## src/rtl/ovw_fifo_rr_arbiter.sv

```systemverilog
`default_nettype none
// ============================================================================
// Module      : ovw_fifo_rr_arbiter
// Description : NUM_REQ writers share one overwrite-on-full buffer through a
//               round-robin arbiter. The buffer keeps the newest DEPTH
//               entries, each tagged with the ID of the requester that wrote
//               it. A write into a full buffer with no pop in the same cycle
//               discards the oldest entry and bumps a saturating drop counter.
//
// Ports       : clk       clock
//               resetn    synchronous active-low reset
//               req       per-requester write request
//               din       packed write data, requester i at [i*DATA_WIDTH +: DATA_WIDTH]
//               gnt       one-hot grant, combinational from req
//               rd        pop the oldest entry (ignored when empty)
//               dout      data of the oldest entry
//               dout_src  source ID of the oldest entry
//               full      buffer holds DEPTH entries
//               empty     buffer holds no entries
//               count     current occupancy
//               drop_cnt  number of overwritten entries, saturating
//
// Revision    : 1.0 - initial release
// ============================================================================
module ovw_fifo_rr_arbiter #(
    parameter int DATA_WIDTH = 8,
    parameter int NUM_REQ    = 4,
    parameter int DEPTH      = 2,
    parameter int CNT_WIDTH  = 8
) (
    input  logic                          clk,
    input  logic                          resetn,
    input  logic [NUM_REQ-1:0]            req,
    input  logic [NUM_REQ*DATA_WIDTH-1:0] din,
    output logic [NUM_REQ-1:0]            gnt,
    input  logic                          rd,
    output logic [DATA_WIDTH-1:0]         dout,
    output logic [$clog2(NUM_REQ)-1:0]    dout_src,
    output logic                          full,
    output logic                          empty,
    output logic [$clog2(DEPTH):0]        count,
    output logic [CNT_WIDTH-1:0]          drop_cnt
);

    localparam int SRC_W = $clog2(NUM_REQ);
    localparam int PTR_W = $clog2(DEPTH);
    localparam int CNT_W = PTR_W + 1;

    // ------------------------------------------------------------------
    // Storage and state
    // ------------------------------------------------------------------
    logic [DATA_WIDTH-1:0] r_mem [DEPTH];
    logic [SRC_W-1:0]      r_tag [DEPTH];
    logic [PTR_W-1:0]      r_rd_ptr;
    logic [PTR_W-1:0]      r_wr_ptr;
    logic [CNT_W-1:0]      r_count;
    logic                  r_full;
    logic                  r_empty;
    logic [CNT_WIDTH-1:0]  r_drop_cnt;
    logic [SRC_W-1:0]      r_prio;

    // ------------------------------------------------------------------
    // Round-robin arbitration: scan upward from r_prio with wrap-around,
    // the first asserted request wins.
    // ------------------------------------------------------------------
    logic             w_gnt_valid;
    logic [SRC_W-1:0] w_gnt_idx;
    logic [SRC_W-1:0] w_scan_idx;

    always_comb begin
        w_gnt_valid = 1'b0;
        w_gnt_idx   = '0;
        w_scan_idx  = '0;
        for (int off = 0; off < NUM_REQ; off++) begin
            w_scan_idx = SRC_W'((int'(r_prio) + off) % NUM_REQ);
            if (!w_gnt_valid && req[w_scan_idx]) begin
                w_gnt_valid = 1'b1;
                w_gnt_idx   = w_scan_idx;
            end
        end
    end

    // A grant is never refused by the buffer, so a grant is a write.
    // Nothing is granted while reset is held.
    logic w_wr;
    assign w_wr = w_gnt_valid && resetn;

    genvar gi;
    generate
        for (gi = 0; gi < NUM_REQ; gi++) begin : g_gnt
            assign gnt[gi] = w_wr && (w_gnt_idx == SRC_W'(gi));
        end
    endgenerate

    logic [DATA_WIDTH-1:0] w_wr_data;
    assign w_wr_data = din[w_gnt_idx*DATA_WIDTH +: DATA_WIDTH];

    // ------------------------------------------------------------------
    // Occupancy bookkeeping
    // ------------------------------------------------------------------
    logic             w_pop;
    logic             w_drop;
    logic             w_adv_rd;
    logic [CNT_W:0]   w_count_sum;
    logic [CNT_W-1:0] w_count_next;

    assign w_pop  = rd && !r_empty;
    // Overwrite: the write needs the oldest slot and no pop freed it.
    assign w_drop = w_wr && r_full && !w_pop;
    // The read pointer moves on a real pop and also when an overwrite
    // evicts the oldest entry.
    assign w_adv_rd = w_pop || w_drop;

    always_comb begin
        w_count_sum  = {1'b0, r_count} + (CNT_W+1)'(w_wr) - (CNT_W+1)'(w_pop);
        w_count_next = w_count_sum[CNT_W-1:0];
        if (w_count_sum > (CNT_W+1)'(DEPTH)) begin
            w_count_next = CNT_W'(DEPTH);
        end
    end

    // ------------------------------------------------------------------
    // Sequential update
    // ------------------------------------------------------------------
    always_ff @(posedge clk) begin
        if (!resetn) begin
            for (int i = 0; i < DEPTH; i++) begin
                r_mem[i] <= '0;
                r_tag[i] <= '0;
            end
            r_rd_ptr   <= '0;
            r_wr_ptr   <= '0;
            r_count    <= '0;
            r_full     <= 1'b0;
            r_empty    <= 1'b1;
            r_drop_cnt <= '0;
            r_prio     <= '0;
        end else begin
            if (w_wr) begin
                r_mem[r_wr_ptr] <= w_wr_data;
                r_tag[r_wr_ptr] <= w_gnt_idx;
                r_wr_ptr        <= r_wr_ptr + PTR_W'(1);
                r_prio          <= (w_gnt_idx == SRC_W'(NUM_REQ - 1)) ? '0
                                                                      : w_gnt_idx + SRC_W'(1);
            end
            if (w_adv_rd) begin
                r_rd_ptr <= r_rd_ptr + PTR_W'(1);
            end
            if (w_drop && (r_drop_cnt != {CNT_WIDTH{1'b1}})) begin
                r_drop_cnt <= r_drop_cnt + CNT_WIDTH'(1);
            end
            r_count <= w_count_next;
            r_full  <= (w_count_next == CNT_W'(DEPTH));
            r_empty <= (w_count_next == '0);
        end
    end

    // ------------------------------------------------------------------
    // Outputs
    // ------------------------------------------------------------------
    assign dout     = r_mem[r_rd_ptr];
    assign dout_src = r_tag[r_rd_ptr];
    assign full     = r_full;
    assign empty    = r_empty;
    assign count    = r_count;
    assign drop_cnt = r_drop_cnt;

endmodule
`default_nettype wire
```

## config.mk

```make
export PLATFORM = sky130hd
export DESIGN_NAME = ovw_fifo_rr_arbiter
export DESIGN_NICKNAME = d
export VERILOG_FILES = /design/src/rtl/ovw_fifo_rr_arbiter.sv
export SDC_FILE = /design/constraint.sdc
export NUM_CORES = 1
export LEC_CHECK = 0
export ABC_AREA = 1
export ABC_CLOCK_PERIOD_IN_PS = 5000
export CORE_AREA = 4 4 79 96
export CTS_CLUSTER_SIZE = 24
export DETAILED_ROUTE_END_ITERATION = 10
export DIE_AREA = 0 0 83 100
export PLACE_DENSITY = 0.63
export SETUP_SLACK_MARGIN = 0.5
export SYNTH_ARGS = -nofsm -noshare
export SYNTH_HDL_FRONTEND = slang
export SYNTH_SLANG_ARGS = --single-unit
```

## constraint.sdc

```tcl
create_clock -name clk -period 5 [get_ports clk]
set_input_delay 1 -clock clk [delete_from_list [all_inputs] [get_ports clk]]
set_output_delay 1 -clock clk [all_outputs]
set_load 0.1 [all_outputs]
```

Word level (Yosys, flattened, before mapping):

Memory sizes are Yosys's and may differ from the RTL's. A register that Yosys moved wholly into a read port is not among the register bits.
Cells that the tools add are included.
Widths: inputs -> output; s select.

* bitwise logic cells: 0
* add/sub/neg operators: 9
* multiply operators: 0
* multiplexer cells: 32
* shift operators: 1
* div/mod/pow operators: 0
* reductions and logical operators: 22
* equality and inequality tests: 5
* magnitude comparators: 5

Operators with widths (number)
* $shiftx 32x6->8: 1
* $mux 1: 20
* $mux 2: 7
* $logic_and 1x1->1: 12
* $lt 2x3->1 const B: 4
* $add 8x1->8 const B: 1
* $bmux 1 s2: 4
* $mux 8: 1
* $ne 8x8->1 const B: 1
* $reduce_or 8->1: 1
* $eq 2x2->1 const B: 3
* $logic_not 1->1: 5
* $add 2x1->2 const B: 2
* $add 2x2->2 const B: 2
* $logic_not 2->1: 2
* $add 2x1->3: 1
* $gt 3x2->1 const B: 1
* $sub 3x1->3: 1
* $add 1x1->1 const B: 2
* $eq 2x1->1 const B: 1
* $reduce_or 2->1: 1
* $logic_or 1x1->1: 1

* latch bits: 0
* bits of input ports: 39
* output and inout bits: 26
* bits in registers: 16
* memories: 2
* word-level logic and storage cells: 83
* bits in read-only memories: 0
* RAM bits: 20

Memory list
* r_mem: words 2, width 8, rd ports 1, clocked after Yosys merged registers in 1, write ports 2, RTL line 52 `logic [DATA_WIDTH-1:0] r_mem [DEPTH];`
* r_tag: words 2, width 2, rd ports 1, clocked after Yosys merged registers in 1, write ports 2, RTL line 53 `logic [SRC_W-1:0] r_tag [DEPTH];`

Longest topological paths before layout:

* depth after elaboration: 18
* mapped depth: 18

Least setup slack after synthesis:

No wires, ideal clock.

* kind: in2out
* start point: input port req[3]
* end point: output port gnt[3]
* cell stages on the path: 13
* path slack: 0.634 ns
* data arrival time: 3.366 ns
* path buffers: 1
* required time: 4.000 ns
* path through: inv_1 nand2_2 nand3_1 nand2_2 inv_1 nand2_1 nand2_2 nand3_4 buf_6 inv_1 ha_1 inv_1 nor2_1

* longest elaborated chain between the ends: 14
* elaborated cells on any way between the ends: 25
* those cells by class: 1 x eq/ne; 16 x mux; 8 x reduce/logical

RTL lines
* start: declaration: RTL line 33 `input logic [NUM_REQ-1:0] req,`
* $bmux 1 s2: RTL line 76 `if (!w_gnt_valid && req[w_scan_idx]) begin`
* $mux 1 (not written as such): RTL line 76
* $mux 1: RTL line 76
* $logic_not 1->1: RTL line 76
* $logic_and 1x1->1: RTL line 76
* $mux 1: RTL line 76
* $logic_not 1->1: RTL line 76
* $logic_and 1x1->1: RTL line 76
* $mux 1: RTL line 76
* $logic_not 1->1: RTL line 76
* $logic_and 1x1->1: RTL line 76
* $mux 2 *: RTL line 76
* named net w_gnt_idx[0]: RTL line 67 `logic [SRC_W-1:0] w_gnt_idx;`
* $eq 2x2->1 *: RTL line 91 `assign gnt[gi] = w_wr && (w_gnt_idx == SRC_W'(gi));`
* $logic_and 1x1->1 *: RTL line 91
* end: declaration: RTL line 35 `output logic [NUM_REQ-1:0] gnt,`

The timed path passes the listed nets; every way through them passes the cells marked *. The select of a mux whose other input is x is not followed.

Final worst setup path:

Same ends and word-level chain as after synthesis.

==> impl_metrics.toml <==
[synth]
synth_fp_nets = 338
synth_cells = 291
synth.cell_area_um2 = 2290
synth_top_area_cell = "edfxtp_1"
synth.avg_cell_area_um2 = 7.86
synth_area_leaders = "edfxtp_1 26%, dfxtp_1 14%, nand2_1 13%, nor2_1 5.7%, nand3_1 5.5%"
ys.warnings.count = 0
yosysTopAreaCellShare = 0.263
yosysSeqAreaShare = 0.403
ys_types = 29
synth_flop_cell = "edfxtp_1"
yosys_register_bits = 36
synth_edf_count = 20
ys_async_sr_fraction = 0

[clock_tree]
clock_latency_ns = 0.29
htreeDepth = 2
clkTransAtPathRegs_ns = 0.07
ctsResizeCount = 0
ctsHoldBuffers = 0
cts.sinks = 36
tritoncts = "yes"
postCtsSetupBuffers = 0
numCtsBuffers = 5
cts_root_buf = "clkbuf_8"
cts_buffer_depth = 2

[sta]
final_max_slew_viol_count = 0
worstMarginPinSlew_ns = 0.980
min_period_over_period = 0.854
layout_setup_ws_ns = 0.730
rsz0062_at_grt = "false"
finalHoldViolations = 0
fmax_mhz = 234
setup_tns_ns = 0
worst_clock_skew_ns = 0.00259
setup_violations = 0
timing.slew.headroom = 0.345
min_period_ns = 4.27

[cells_and_area]
fillers = 679
fin_nets = 399
n_antenna_cell = 0
regArea_um2 = 921
area_delta_synth_final_pct = 38.6
drive_gt1_frac = 0.127
multiInputGateArea_um2 = 1180

[place]
portBuffers = 64
dpl.hpwl_um = 4170
dp_slack_ns = 0.647
routabilityCongestion = 0.842

[global_route]
grt_pass1_vias = 1999
antenna_found_initial = 0
grt_max_degree = 22
gr-total-overflow = 0
grt_pass1_wl_um = 9320
track_usage = 0.137

[floorplan]
io_pins = 65
die_h_um = 100
rows = 33
start_util = 0.342
die_x_um = 83
core_um2 = 6690
dieArea_um2 = 8300

[setup_path]
critical_path_class = "in2out"
cp_max_fo = 18
cp.required_ns = 4.00
arrival_ns = 3.27
reg2regPathDepth = 18
crit_path_start_kind = "primary input"
end_kind = "output pin"

[worst_hold_path]
hold_depth = 2
hold_class = "reg2reg"

[routing]
viasPerCell = 4.73
ant_nets = 0
num_vias = 2079
detail_route.first_pass.iterations = 4
first_iter_violations = 122
drc = 0
wl_per_cell_um = 12.9
totalWireLength_um = 5660

[outcome]
outcome = "completed"

[flow_run]
maxCapViolCount = 0
[sequential cells by signal (all words and copies together) (netlist names), named ones only]
register and flops:
empty 1, r_rd_ptr 1, count 2, r_tag 4, r_wr_ptr 1, drop_cnt 8, r_mem 16, r_prio 2
[cell usage after synthesis, types with 6 or more instances]
cell type	count
nand2_1	82
nor2_1	35
nand3_1	25
inv_1	23
edfxtp_1	20
dfxtp_1	16
nand4_1	16
a21oi_1	10
mux2_2	10
ha_1	7
nand2_2	7
buf_2	6
[cell families (layout without fill, tap and decap cells)]
logic type | count (synthesis) | after routing | synth area share
and+or+nand+nor | 176 | 177 | 0.361
xor gates and xnor gates | 7 | 7 | 0.0268
buffers and inverters | 41 | 102 | 0.0853
DFF | 36 | 36 | 0.403
AOI/OAI and AO/OA | 13 | 13 | 0.0284
adders and majority gates | 8 | 8 | 0.0470
muxes | 10 | 10 | 0.0492
[worst paths after layout]
path,start,to,slack (ns)
max reg2reg,r_prio[0],empty,1.85
min,r_wr_ptr,r_wr_ptr,0.48
max,req[3],gnt[3],0.73
min reg2reg,r_wr_ptr,r_wr_ptr,0.48
[per-layer routing]
layer  global-route usage  vias to the layer above  wire length, um
li1                     -                     1075                -
met1                0.156                      955             2340
met2                0.258                       42             3030
met3               0.0246                        7              213
met5                    0                        -                0
met4               0.0415                        0               75
[critical path: stages]
cell             delay [ns]
clkdlybuf4s50_1        0.48
inv_1                  0.06
nand2_1                0.06
nand2_1                0.07
nand2_1                0.07
nand2_1                0.05
nand2_1                0.08
nand2_1                0.07
nand2_2                0.27
nand3_4                0.21
inv_1                  0.16
ha_1                   0.16
inv_1                  0.04
nor2_1                 0.25
buf_12                 0.22
[cell type report]
| type | instances | share of cell area |
|---|---|---|
| multi-input cells | 215 | 0.373 |
| inverters | 28 | 0.0331 |
| clock buffers | 5 | 0.0217 |
| repair buffers | 66 | 0.219 |
| well taps | 87 | 0.0343 |
| clock inverters | 3 | 0.0284 |
| flip-flops and latches | 36 | 0.290 |
[cell usage in the layout (no fill, tap or decap)]
| cell type | count |
|---|---|
| a21oi_1 | 10 |
| buf_12 | 4 |
| buf_4 | 2 |
| bufinv_16 | 3 |
| clkbuf_8 | 5 |
| clkdlybuf4s50_1 | 60 |
| clkinv_1 | 1 |
| dfxtp_1 | 16 |
| edfxtp_1 | 20 |
| fa_1 | 1 |
| ha_1 | 7 |
| inv_1 | 23 |
| inv_2 | 4 |
| mux2_2 | 10 |
| nand2_1 | 82 |
| nand2_2 | 7 |
| nand2_4 | 2 |
| nand3_1 | 25 |
| nand3_2 | 4 |
| nand3_4 | 1 |
| nand4_1 | 16 |
| nor2_1 | 35 |
| nor2_4 | 1 |
| nor3_1 | 1 |
| nor3_2 | 1 |
| nor3b_1 | 1 |
| nor4_2 | 1 |
| o21ai_0 | 3 |
| xnor2_1 | 2 |
| xor2_1 | 5 |
[stage by stage]
| stage | hold WS [ns] | area (um^2) | cells | utilization |
|---|---|---|---|---|
| after floorplan | 0.446 | 2290 | 291 | - |
| after global placement | 0.454 | 3000 | 431 | 0.449 |
| after detailed placement | 0.466 | 3000 | 431 | 0.449 |
| after CTS | 0.475 | 3160 | 439 | 0.473 |
| after global routing | 0.512 | 3170 | 440 | 0.474 |
| final | 0.478 | 3170 | 440 | 0.474 |
Power is left out: the tool's default activity adds up to more than one toggle a clock period on the data nets, which glitch-free logic cannot reach.
